==> config.mk <==
export PLATFORM = sky130hd
export DESIGN_NAME = instr_cache_ctrl_flat
export DESIGN_NICKNAME = d
export VERILOG_FILES = /design/src/rtl/instr_cache_ctrl_pkg.sv /design/src/rtl/instr_cache_ctrl_if.sv /design/src/rtl/instr_cache_ctrl_rr_ptr.sv /design/src/rtl/instr_cache_ctrl.sv /design/src/flat_wrapper.sv
export SDC_FILE = /design/constraint.sdc
export NUM_CORES = 1
export LEC_CHECK = 0
export CORE_MARGIN = 2
export CORE_UTILIZATION = 39
export DETAILED_ROUTE_END_ITERATION = 7
export GPL_TIMING_DRIVEN = 0
export PLACE_DENSITY = 0.87
export SYNTH_ARGS = -nofsm -noshare
export SYNTH_HDL_FRONTEND = slang
export SYNTH_SLANG_ARGS = --single-unit
==> constraint.sdc <==
create_clock -name clk -period 2.33 [get_ports clk]
set_input_delay 0.466 -clock clk [delete_from_list [all_inputs] [get_ports clk]]
set_output_delay 0.466 -clock clk [all_outputs]
set_load 0.1 [all_outputs]
==> src/rtl/instr_cache_ctrl_pkg.sv <==
// Shared types and derivations for the L0 instruction-cache control slice.
package instr_cache_pkg;

  typedef enum logic [1:0] {
    IDLE      = 2'd0,
    MISS_REQ  = 2'd1,
    MISS_WAIT = 2'd2,
    FLUSH     = 2'd3
  } ic_state_e;

  // A byte address splits into {tag, word-in-block, byte-in-word}.
  function automatic int tag_width(input int ram_width);
    return 30 - $clog2(ram_width / 32);
  endfunction

  function automatic int words_in_block(input int ram_width);
    return ram_width / 32;
  endfunction

  // Right-aligned tag moved to the top of a 32-bit block-aligned address.
  function automatic logic [31:0] block_addr(input logic [31:0] tag, input int tag_w);
    return tag << (32 - tag_w);
  endfunction

endpackage

==> src/rtl/instr_cache_ctrl_if.sv <==
// Fetch-side and memory-side handshake bundle of the instruction-cache controller.
interface instr_cache_ctrl_if;
  // Both sides use request/grant: a transfer happens in the cycle where req
  // and gnt are high together; rvalid is a single-cycle data-valid strobe.
  logic        instr_req_i;
  logic [31:0] instr_addr_i;
  logic        instr_gnt_o;
  logic        instr_rvalid_o;
  logic        mem_req_o;
  logic [31:0] mem_addr_o;
  logic        mem_gnt_i;
  logic        mem_rvalid_i;

  modport master (
    output instr_req_i, instr_addr_i, mem_gnt_i, mem_rvalid_i,
    input  instr_gnt_o, instr_rvalid_o, mem_req_o, mem_addr_o
  );

  modport slave (
    input  instr_req_i, instr_addr_i, mem_gnt_i, mem_rvalid_i,
    output instr_gnt_o, instr_rvalid_o, mem_req_o, mem_addr_o
  );
endinterface

==> src/rtl/instr_cache_ctrl_rr_ptr.sv <==
// Round-robin line pointer: advances by one on inc_i and wraps naturally.
module instr_cache_rr_ptr #(
  parameter int W = 3
) (
  input  logic         clk,
  input  logic         rst,
  input  logic         inc_i,
  output logic [W-1:0] ptr_o
);

  always_ff @(posedge clk or posedge rst) begin
    if (rst) ptr_o <= '0;
    else if (inc_i) ptr_o <= ptr_o + 1'b1;
  end

endmodule

==> src/rtl/instr_cache_ctrl.sv <==
// L0 instruction-cache control FSM: hit/miss sequencing, single-beat refill,
// soft flush, round-robin replacement and saturating hit/miss counters.
module instr_cache_ctrl
  import instr_cache_pkg::*;
#(
  parameter int LOG2_NUM_BLKS = 3,
  parameter int RAM_WIDTH     = 128,
  parameter int CNT_W         = 32,
  localparam int TAG_W        = tag_width(RAM_WIDTH)
) (
  input  logic                     clk,
  input  logic                     rst,
  instr_cache_ctrl_if.slave        bus,
  input  logic                     flush_i,
  output logic                     flush_ack_o,
  output logic                     dp_search_o,
  output logic [31:0]              dp_addr_o,
  output logic                     dp_new_rvalid_o,
  output logic                     dp_new_rdata_o,
  output logic                     dp_soft_rst_o,
  output logic [TAG_W-1:0]         dp_tag_o,
  output logic [LOG2_NUM_BLKS-1:0] dp_rplc_idx_o,
  input  logic                     dp_miss_i,
  input  logic                     dp_data_ready_i
);

  ic_state_e               state_q;
  logic                    flush_pend_q;
  logic [31:0]             addr_q;
  logic [TAG_W-1:0]        tag_q;
  logic                    hit_q;
  logic [CNT_W-1:0]        hit_cnt;
  logic [CNT_W-1:0]        miss_cnt;
  logic [LOG2_NUM_BLKS-1:0] ptr;
  logic                    gnt;
  logic                    refill;

  // Grant and the IDLE address pass-through are input-driven, so they are
  // gated by rst to keep every output quiet while reset is held.
  assign gnt    = (state_q == IDLE) & bus.instr_req_i & ~flush_i & ~flush_pend_q & ~rst;
  assign refill = (state_q == MISS_WAIT) & bus.mem_rvalid_i;

  assign bus.instr_gnt_o    = gnt;
  assign dp_search_o        = gnt;
  assign dp_addr_o          = rst ? 32'd0 : ((state_q == IDLE) ? bus.instr_addr_i : addr_q);
  assign bus.instr_rvalid_o = (hit_q & dp_data_ready_i) | refill;
  assign dp_new_rdata_o     = refill;
  assign dp_new_rvalid_o    = refill;
  assign bus.mem_req_o      = (state_q == MISS_REQ);
  assign bus.mem_addr_o     = block_addr(32'(tag_q), TAG_W);
  assign flush_ack_o        = (state_q == FLUSH);
  assign dp_soft_rst_o      = (state_q == FLUSH);
  assign dp_tag_o           = tag_q;
  assign dp_rplc_idx_o      = ptr;

  instr_cache_rr_ptr #(.W(LOG2_NUM_BLKS)) u_rr_ptr (
    .clk   (clk),
    .rst   (rst),
    .inc_i (refill),
    .ptr_o (ptr)
  );

  always_ff @(posedge clk or posedge rst) begin
    if (rst) begin
      state_q      <= IDLE;
      flush_pend_q <= 1'b0;
      addr_q       <= '0;
      tag_q        <= '0;
      hit_q        <= 1'b0;
      hit_cnt      <= '0;
      miss_cnt     <= '0;
    end else begin
      hit_q <= 1'b0;
      case (state_q)
        IDLE: begin
          if (flush_i) begin
            state_q <= FLUSH;
          end else if (gnt) begin
            addr_q <= bus.instr_addr_i;
            if (dp_miss_i) begin
              tag_q   <= bus.instr_addr_i[31 -: TAG_W];
              state_q <= MISS_REQ;
              if (~&miss_cnt) miss_cnt <= miss_cnt + 1'b1;
            end else begin
              hit_q <= 1'b1;
              if (~&hit_cnt) hit_cnt <= hit_cnt + 1'b1;
            end
          end
        end
        MISS_REQ: begin
          if (flush_i) flush_pend_q <= 1'b1;
          if (bus.mem_gnt_i) state_q <= MISS_WAIT;
        end
        MISS_WAIT: begin
          if (flush_i) flush_pend_q <= 1'b1;
          // A flush arriving in the refill cycle itself is still honoured.
          if (bus.mem_rvalid_i) state_q <= (flush_pend_q | flush_i) ? FLUSH : IDLE;
        end
        FLUSH: begin
          flush_pend_q <= 1'b0;
          state_q      <= IDLE;
        end
        default: state_q <= IDLE;
      endcase
    end
  end

endmodule

==> src/flat_wrapper.sv <==
// flat-port wrapper written by rule: the top's interface ports become plain ports
module instr_cache_ctrl_flat import instr_cache_pkg::*;
#(
  parameter int LOG2_NUM_BLKS = 3,
  parameter int RAM_WIDTH     = 128,
  parameter int CNT_W         = 32,
  localparam int TAG_W        = tag_width(RAM_WIDTH)
)
  (clk, rst, flush_i, flush_ack_o, dp_search_o, dp_addr_o, dp_new_rvalid_o, dp_new_rdata_o, dp_soft_rst_o, dp_tag_o, dp_rplc_idx_o, dp_miss_i, dp_data_ready_i, bus_instr_req_i, bus_instr_addr_i, bus_mem_gnt_i, bus_mem_rvalid_i, bus_instr_gnt_o, bus_instr_rvalid_o, bus_mem_req_o, bus_mem_addr_o);
  instr_cache_ctrl_if bus_i ();
  input  logic clk;
  input  logic rst;
  input  logic flush_i;
  output logic flush_ack_o;
  output logic dp_search_o;
  output logic [31:0] dp_addr_o;
  output logic dp_new_rvalid_o;
  output logic dp_new_rdata_o;
  output logic dp_soft_rst_o;
  output logic [TAG_W-1:0] dp_tag_o;
  output logic [LOG2_NUM_BLKS-1:0] dp_rplc_idx_o;
  input  logic dp_miss_i;
  input  logic dp_data_ready_i;
  input wire logic [$bits(bus_i.instr_req_i)-1:0] bus_instr_req_i;
  input wire logic [$bits(bus_i.instr_addr_i)-1:0] bus_instr_addr_i;
  input wire logic [$bits(bus_i.mem_gnt_i)-1:0] bus_mem_gnt_i;
  input wire logic [$bits(bus_i.mem_rvalid_i)-1:0] bus_mem_rvalid_i;
  output wire logic [$bits(bus_i.instr_gnt_o)-1:0] bus_instr_gnt_o;
  output wire logic [$bits(bus_i.instr_rvalid_o)-1:0] bus_instr_rvalid_o;
  output wire logic [$bits(bus_i.mem_req_o)-1:0] bus_mem_req_o;
  output wire logic [$bits(bus_i.mem_addr_o)-1:0] bus_mem_addr_o;
  assign bus_i.instr_req_i = bus_instr_req_i;
  assign bus_i.instr_addr_i = bus_instr_addr_i;
  assign bus_i.mem_gnt_i = bus_mem_gnt_i;
  assign bus_i.mem_rvalid_i = bus_mem_rvalid_i;
  assign bus_instr_gnt_o = bus_i.instr_gnt_o;
  assign bus_instr_rvalid_o = bus_i.instr_rvalid_o;
  assign bus_mem_req_o = bus_i.mem_req_o;
  assign bus_mem_addr_o = bus_i.mem_addr_o;
  instr_cache_ctrl #(.LOG2_NUM_BLKS(LOG2_NUM_BLKS), .RAM_WIDTH(RAM_WIDTH), .CNT_W(CNT_W)) u_core (.clk(clk), .rst(rst), .bus(bus_i), .flush_i(flush_i), .flush_ack_o(flush_ack_o), .dp_search_o(dp_search_o), .dp_addr_o(dp_addr_o), .dp_new_rvalid_o(dp_new_rvalid_o), .dp_new_rdata_o(dp_new_rdata_o), .dp_soft_rst_o(dp_soft_rst_o), .dp_tag_o(dp_tag_o), .dp_rplc_idx_o(dp_rplc_idx_o), .dp_miss_i(dp_miss_i), .dp_data_ready_i(dp_data_ready_i));
endmodule
==> impl_metrics.csv, run 1 <==
group,metric,value,unit
route,drt_iter0_drc,29,
cells_and_area,finalNonFillerCells,556,
synthesis,ys_types,29,
timing,fin_setup_tns,0,ps
synthesis,synth_warnings,0,
timing,fmax,0.431,GHz
route,ant_nets,0,
synthesis,synthTopCellsByArea,"dfrtp_1 47%, mux2_2 13%, mux2i_1 9.1%, mux2_4 8.5%, buf_4 7.4%",
synthesis,yosysTopAreaCell,"dfrtp_1",
place,gp_congestion,0.722,
clock_network,root_buffer,"clkbuf_8",
clock_network,cts_hold_buf,0,
global_route,grt_use_total,19.3,%
timing,rsz0062_at_grt,"true",
global_route,grt_max_degree,39,
synthesis,yosysSeqAreaShare,47.4,%
floorplan,die_area,9840,sq um
worst_setup_path,critPathMaxFanout,8,
synthesis,syn_area_per_cell,12.8,sq um
worst_setup_path,critPathLaunch,"u_core.state_q[0]$_DFFE_PP0P_",
cells_and_area,nFillCells,621,
job,drv_cap,0,
synthesis,syn_inst,277,
clock_network,cts_buffers,9,
synthesis,syn_area,3530,sq um
timing,min_period,2320,ps
route,first_pass_iters,4,
worst_setup_path,crit_end,"dp_addr_o[26]",
clock_network,clk_pin_slew_worst_paths,80,ps
worst_setup_path,arrival,1850,ps
floorplan,start_util,40.3,%
global_route,grt_pass1_vias,2843,
cells_and_area,utilization,70.8,%
timing,finalSetupViolCount,0,
place,dp_cells,526,
cells_and_area,n_antenna_cell,0,
timing,finalHoldViolCount,0,
timing,skew,7.47,ps
synthesis,synth-edff-count,0,
clock_network,htreeDepth,3,
clock_network,clock-sinks,67,
min_path,holdCritPathClass,"flip-flop to flip-flop",
worst_setup_path,path_class,"flip-flop to primary output",
route,drt-vias-per-instance,4.75,
synthesis,synth_top_area_share,47.4,%
timing,slew_headroom,33.7,%
worst_setup_path,required,1860,ps
floorplan,io-pin-count,143,
route,totalWireLength,9350,um
status,status,"completed",
synthesis,synth_flop_cell,"dfrtp_1",
global_route,grt_overflow,0,
worst_setup_path,reg2regPathDepth,7,
timing,tightest_slew,999,ps
synthesis,ys_seq_elements,67,
floorplan,dieHeight,99.2,um
floorplan,num_rows,34,
global_route,antenna_found_initial,0,
worst_setup_path,start_kind,"flip-flop",
cells_and_area,layout_common_cells,"67 x dfrtp_1, 59 x dlygate4sd2_1, 45 x buf_4, 41 x mux2_2, 38 x clkdlybuf4s50_1",
cells_and_area,area_growth,75.4,%
place,port_buffers,137,
floorplan,core_area,8760,sq um
route,num_vias,2641,
worst_setup_path,worstReg2RegEnd,"u_core.dp_tag_o[3]$_DFFE_PP0P_",
clock_network,clkLatencyLatePin,340,ps
global_route,grt_pass1_wl,14900,um
worst_setup_path,cp-end-kind,"primary output",
route,drt-wirelength-per-cell,16.8,um
clock_network,cts_tree,"yes",
floorplan,die_x,99.2,um
route,post-route-drc-count,0,
cells_and_area,final_nets,488,
synthesis,async_flop_share,100,%
min_path,worstHoldPathCells,1,
worst_setup_path,r2r_setup_slack,520,ps
cells_and_area,drive_above_1_share,54.5,%
worst_setup_path,r2r-start,"u_core.state_q[0]$_DFFE_PP0P_",
timing,slew_violations,0,
clock_network,cts.path.max_buffers,2,
cells_and_area,mostFrequentLayoutCell,"dfrtp_1",
place,dp_hpwl,6300,um
timing,fin_crit_sh,99.5,%
[worst min path at each step]
stage                                    startpoint                                   end  slack, ps
2_1_floorplan          u_core.addr_q[0]$_DFFE_PP0P_          u_core.addr_q[0]$_DFFE_PP0P_        480
3_3_place_gp   u_core.u_rr_ptr.ptr_o[2]$_DFFE_PP0P_  u_core.u_rr_ptr.ptr_o[2]$_DFFE_PP0P_        460
3_5_place_dp   u_core.u_rr_ptr.ptr_o[2]$_DFFE_PP0P_  u_core.u_rr_ptr.ptr_o[2]$_DFFE_PP0P_        470
4_1_cts        u_core.u_rr_ptr.ptr_o[2]$_DFFE_PP0P_  u_core.u_rr_ptr.ptr_o[2]$_DFFE_PP0P_        480
5_1_grt        u_core.u_rr_ptr.ptr_o[2]$_DFFE_PP0P_  u_core.u_rr_ptr.ptr_o[2]$_DFFE_PP0P_        500
6_report       u_core.u_rr_ptr.ptr_o[2]$_DFFE_PP0P_  u_core.u_rr_ptr.ptr_o[2]$_DFFE_PP0P_        480
[what timing repair did]
item | CTS | global route
gates resized for setup | 377 | 68
cloned | 3 | 1
hold endpoints to repair | 0 | 0
pin swaps | 0 | 2
setup endpoints to repair | 99 | 36
buffers inserted | 5 | 5
[layout make-up]
| cell class | instances | area (sq um) | share of cell area, % |
|---|---|---|---|
| buffer | 49 | 465 | 7.51 |
| clock buffer | 10 | 138 | 2.22 |
| clock inverter | 6 | 111 | 1.80 |
| inverter | 6 | 30.0 | 0.484 |
| multi-input combinational | 158 | 1930 | 31.1 |
| sequential | 67 | 1680 | 27.0 |
| tap | 108 | 135 | 2.18 |
| timing repair buffer | 152 | 1720 | 27.7 |
[critical path: stages (launching register included)]
cell       delay, ps
dfrtp_1          400
inv_2            100
ha_4             160
buf_12           160
clkbuf_16        170
mux2i_2          220
nor2_2            80
buf_12           200
[routing by layer]
layer  GRT usage (%)  share of wire (%)
met1            23.5                 40
met2            34.4                 54
met3            4.64                4.9
met4            4.74                1.4
met5               0                  0
[cell families after synthesis]
group	share of synthesized area [%]
DFF	47.4
muxes	30.6
AOI/OAI and AO/OA	1.45
xor gates and xnor gates	0.496
buffers and inverters	11.9
other	0.106
adders and majority gates	1.77
and+or+nand+nor	6.19
[metrics by stage]
stage | hold WS, ps | setup slack [ps] | area, sq um
after global placement | 464 | -1010 | 5240
after floorplan | 479 | -118 | 3730
final | 485 | 10.5 | 6200
after global routing | 502 | -67.1 | 6200
after detailed placement | 469 | -1030 | 5260
after CTS | 481 | 0.241 | 5830
[cell usage after synthesis, types with 3 or more instances]
library cell  count
clkbuf_1          3
inv_1             6
mux2i_1          32
buf_12            3
mux2_2           41
buf_2             4
mux2_4           20
buf_6             4
nand2_1           3
ha_1              5
buf_4            35
nor2_1           35
dfrtp_1          67
[sequential cells by signal, indices dropped and copies added, names as in the netlist]
name	cells
u_core.u_rr_ptr.ptr_o	3
u_core.addr_q	32
u_core.state_q	2
u_core.hit_q	1
u_core.flush_pend_q	1
u_core.dp_tag_o	28
Power of run 1 is left out: the tool's default activity adds up to more than one toggle a clock period on the data nets, which glitch-free logic cannot reach.
==> run 2, diff against run 1 <==
- CORE_MARGIN: 2 -> 1
- CTS_BUF_LIST: unset -> sky130_fd_sc_hd__clkbuf_16
==> run 2 against run 1 <==
  * Critical path depth did not move
  * Non-clock buffer count decreased by 7
  * Final cell count is 1.4% lower
  * First-iteration DRC count increased by 38%
  * Hold slack got worse by 16 ps
  * Critical endpoint is now dp_addr_o[5]
  * Largest cell class unchanged
  * Clock skew down 1.2 ps
==> impl_metrics.csv, run 2 (synthesis gave the netlist of run 1 again) <==
group,metric,value,unit
status,status,"completed",
place,gp_congestion,0.732,
worst_setup_path,arrival,1840,ps
worst_setup_path,cp-end-kind,"primary output",
global_route,grt_use_total,19.2,%
min_path,worstHoldPathCells,1,
route,post-route-drc-count,0,
timing,finalSetupViolCount,0,
timing,fin_setup_tns,0,ps
place,dp_hpwl,6130,um
cells_and_area,n_antenna_cell,0,
floorplan,num_rows,34,
cells_and_area,final_nets,481,
cells_and_area,nFillCells,611,
cells_and_area,mostFrequentLayoutCell,"dfrtp_1",
worst_setup_path,critPathMaxFanout,7,
clock_network,clock-sinks,67,
clock_network,cts.path.max_buffers,2,
floorplan,core_area,8760,sq um
min_path,holdCritPathClass,"flip-flop to flip-flop",
cells_and_area,layout_common_cells,"67 x dfrtp_1, 41 x mux2_2, 40 x clkdlybuf4s50_1, 38 x buf_4, 33 x dlygate4sd2_1",
worst_setup_path,required,1860,ps
cells_and_area,drive_above_1_share,53.2,%
timing,tightest_slew,1170,ps
worst_setup_path,reg2regPathDepth,7,
clock_network,cts_hold_buf,0,
worst_setup_path,slowest_stage,"dfrtp_1",
timing,min_period,2310,ps
route,num_vias,2643,
min_path,hp-start,"u_core.u_rr_ptr.ptr_o[2]$_DFFE_PP0P_",
timing,slew_violations,0,
global_route,grt_pass1_wl,14600,um
worst_setup_path,max_stage_delay,410,ps
clock_network,cts_buffers,9,
timing,rsz0062_at_grt,"true",
place,port_buffers,137,
cells_and_area,seqCellArea,1680,sq um
global_route,antenna_found_initial,0,
route,first_pass_iters,4,
cells_and_area,largest_reg_flops,32,
floorplan,io-pin-count,143,
timing,finalHoldViolCount,0,
route,ant_nets,0,
floorplan,start_util,40.3,%
floorplan,dieHeight,97.2,um
worst_setup_path,path_class,"flip-flop to primary output",
timing,fin_crit_sh,99.1,%
clock_network,root_buffer,"clkbuf_16",
route,totalWireLength,8820,um
timing,slew_headroom,22.0,%
floorplan,die_area,9450,sq um
global_route,grt_overflow,0,
cells_and_area,utilization,70.5,%
worst_setup_path,cpMostUsedCell,"buf_12",
route,drt_iter0_drc,40,
worst_setup_path,r2r_setup_slack,520,ps
cells_and_area,area_growth,74.7,%
worst_setup_path,crit_chain,"inv_2 -> ha_4 -> buf_12 -> clkbuf_16 -> mux2i_4 -> nor2_4 -> buf_12",
global_route,grt_pass1_vias,2876,
clock_network,htreeDepth,3,
clock_network,clkLatencyLatePin,320,ps
clock_network,clk_pin_slew_worst_paths,60,ps
global_route,grt_max_degree,38,
cells_and_area,multi_input_area,1920,sq um
floorplan,die_x,97.2,um
worst_setup_path,worstReg2RegEnd,"u_core.dp_tag_o[4]$_DFFE_PP0P_",
route,drt-vias-per-instance,4.82,
clock_network,cts_tree,"yes",
worst_setup_path,r2r-start,"u_core.state_q[0]$_DFFE_PP0P_",
min_path,min_to,"u_core.u_rr_ptr.ptr_o[2]$_DFFE_PP0P_",
job,drv_cap,0,
timing,fmax,0.433,GHz
timing,skew,6.29,ps
route,drt-wirelength-per-cell,16.1,um
cells_and_area,regMostFlops,"u_core.addr_q",
worst_setup_path,start_kind,"flip-flop",
## run 2: changes by cell type in the layout (fill, tap and decap cells not counted), moves of 2 or more
cell             previous run  this run
buf_12                     33        21
buf_2                       3         6
buf_4                      45        38
buf_6                      10        17
buf_8                       1         6
clkbuf_16                   1        10
clkbuf_4                    4         1
clkbuf_8                   10         0
clkdlybuf4s50_1            38        40
dlygate4sd2_1              59        33
dlymetal6s2s_1              0        24
mux2i_2                     2         4
## run 2: layer usage
metal | up-vias | wire [um] | GRT usage (%)
li1 | 1233 | - | -
met1 | 1307 | 3550 | 24.0
met2 | 91 | 4770 | 33.1
met3 | 12 | 401 | 4.24
met4 | 0 | 106 | 6.20
met5 | - | 0 | 0
## run 2: cell type report
cell class / instances / area share [%]
multi-input combinational: 158 / 31.0
sequential: 67 / 27.1
timing repair buffer: 145 / 26.6
buffer: 49 / 7.58
clock buffer: 9 / 3.65
tap: 108 / 2.19
clock inverter: 6 / 1.32
inverter: 6 / 0.486
## run 2: through the flow
| stage | area [sq um] | setup WS [ps] | hold slack, ps | std cells |
|---|---|---|---|---|
| 2_1_floorplan | 3730 | -118 | 479 | 280 |
| 3_3_place_gp | 5240 | -1000 | 464 | 525 |
| 3_5_place_dp | 5260 | -1030 | 471 | 526 |
| 4_1_cts | 5750 | -15.0 | 478 | 547 |
| 5_1_grt | 6180 | -72.1 | 502 | 548 |
| 6_report | 6180 | 20.4 | 468 | 548 |
## run 2: worst max path at each step
stage	cells after the start	endpoint	startpoint	slack [ps]
finish	7	dp_addr_o[5]	u_core.state_q[0]$_DFFE_PP0P_	20
global route	7	dp_addr_o[24]	u_core.state_q[0]$_DFFE_PP0P_	-70
CTS	7	dp_addr_o[5]	u_core.state_q[0]$_DFFE_PP0P_	-20
detailed placement	7	dp_search_o	flush_i	-1030
global placement	7	dp_search_o	flush_i	-1000
floorplan	6	dp_addr_o[10]	u_core.state_q[0]$_DFFE_PP0P_	-120
## run 2: repair_timing
item,in CTS,in global routing
hold endpoints to repair,0,0
gates resized for setup,318,97
gates cloned,2,1
pin swaps,3,0
setup buffers,4,0
setup endpoints to repair,73,57
## run 2: critical path: cells and delay by family, from the launching register on
family	cells	cell delay, ps
mux	1	240
simple gates	1	60
buf+inv	4	640
flops	1	410
fa+ha+maj	1	160
Power of run 2 is left out for the same reason.
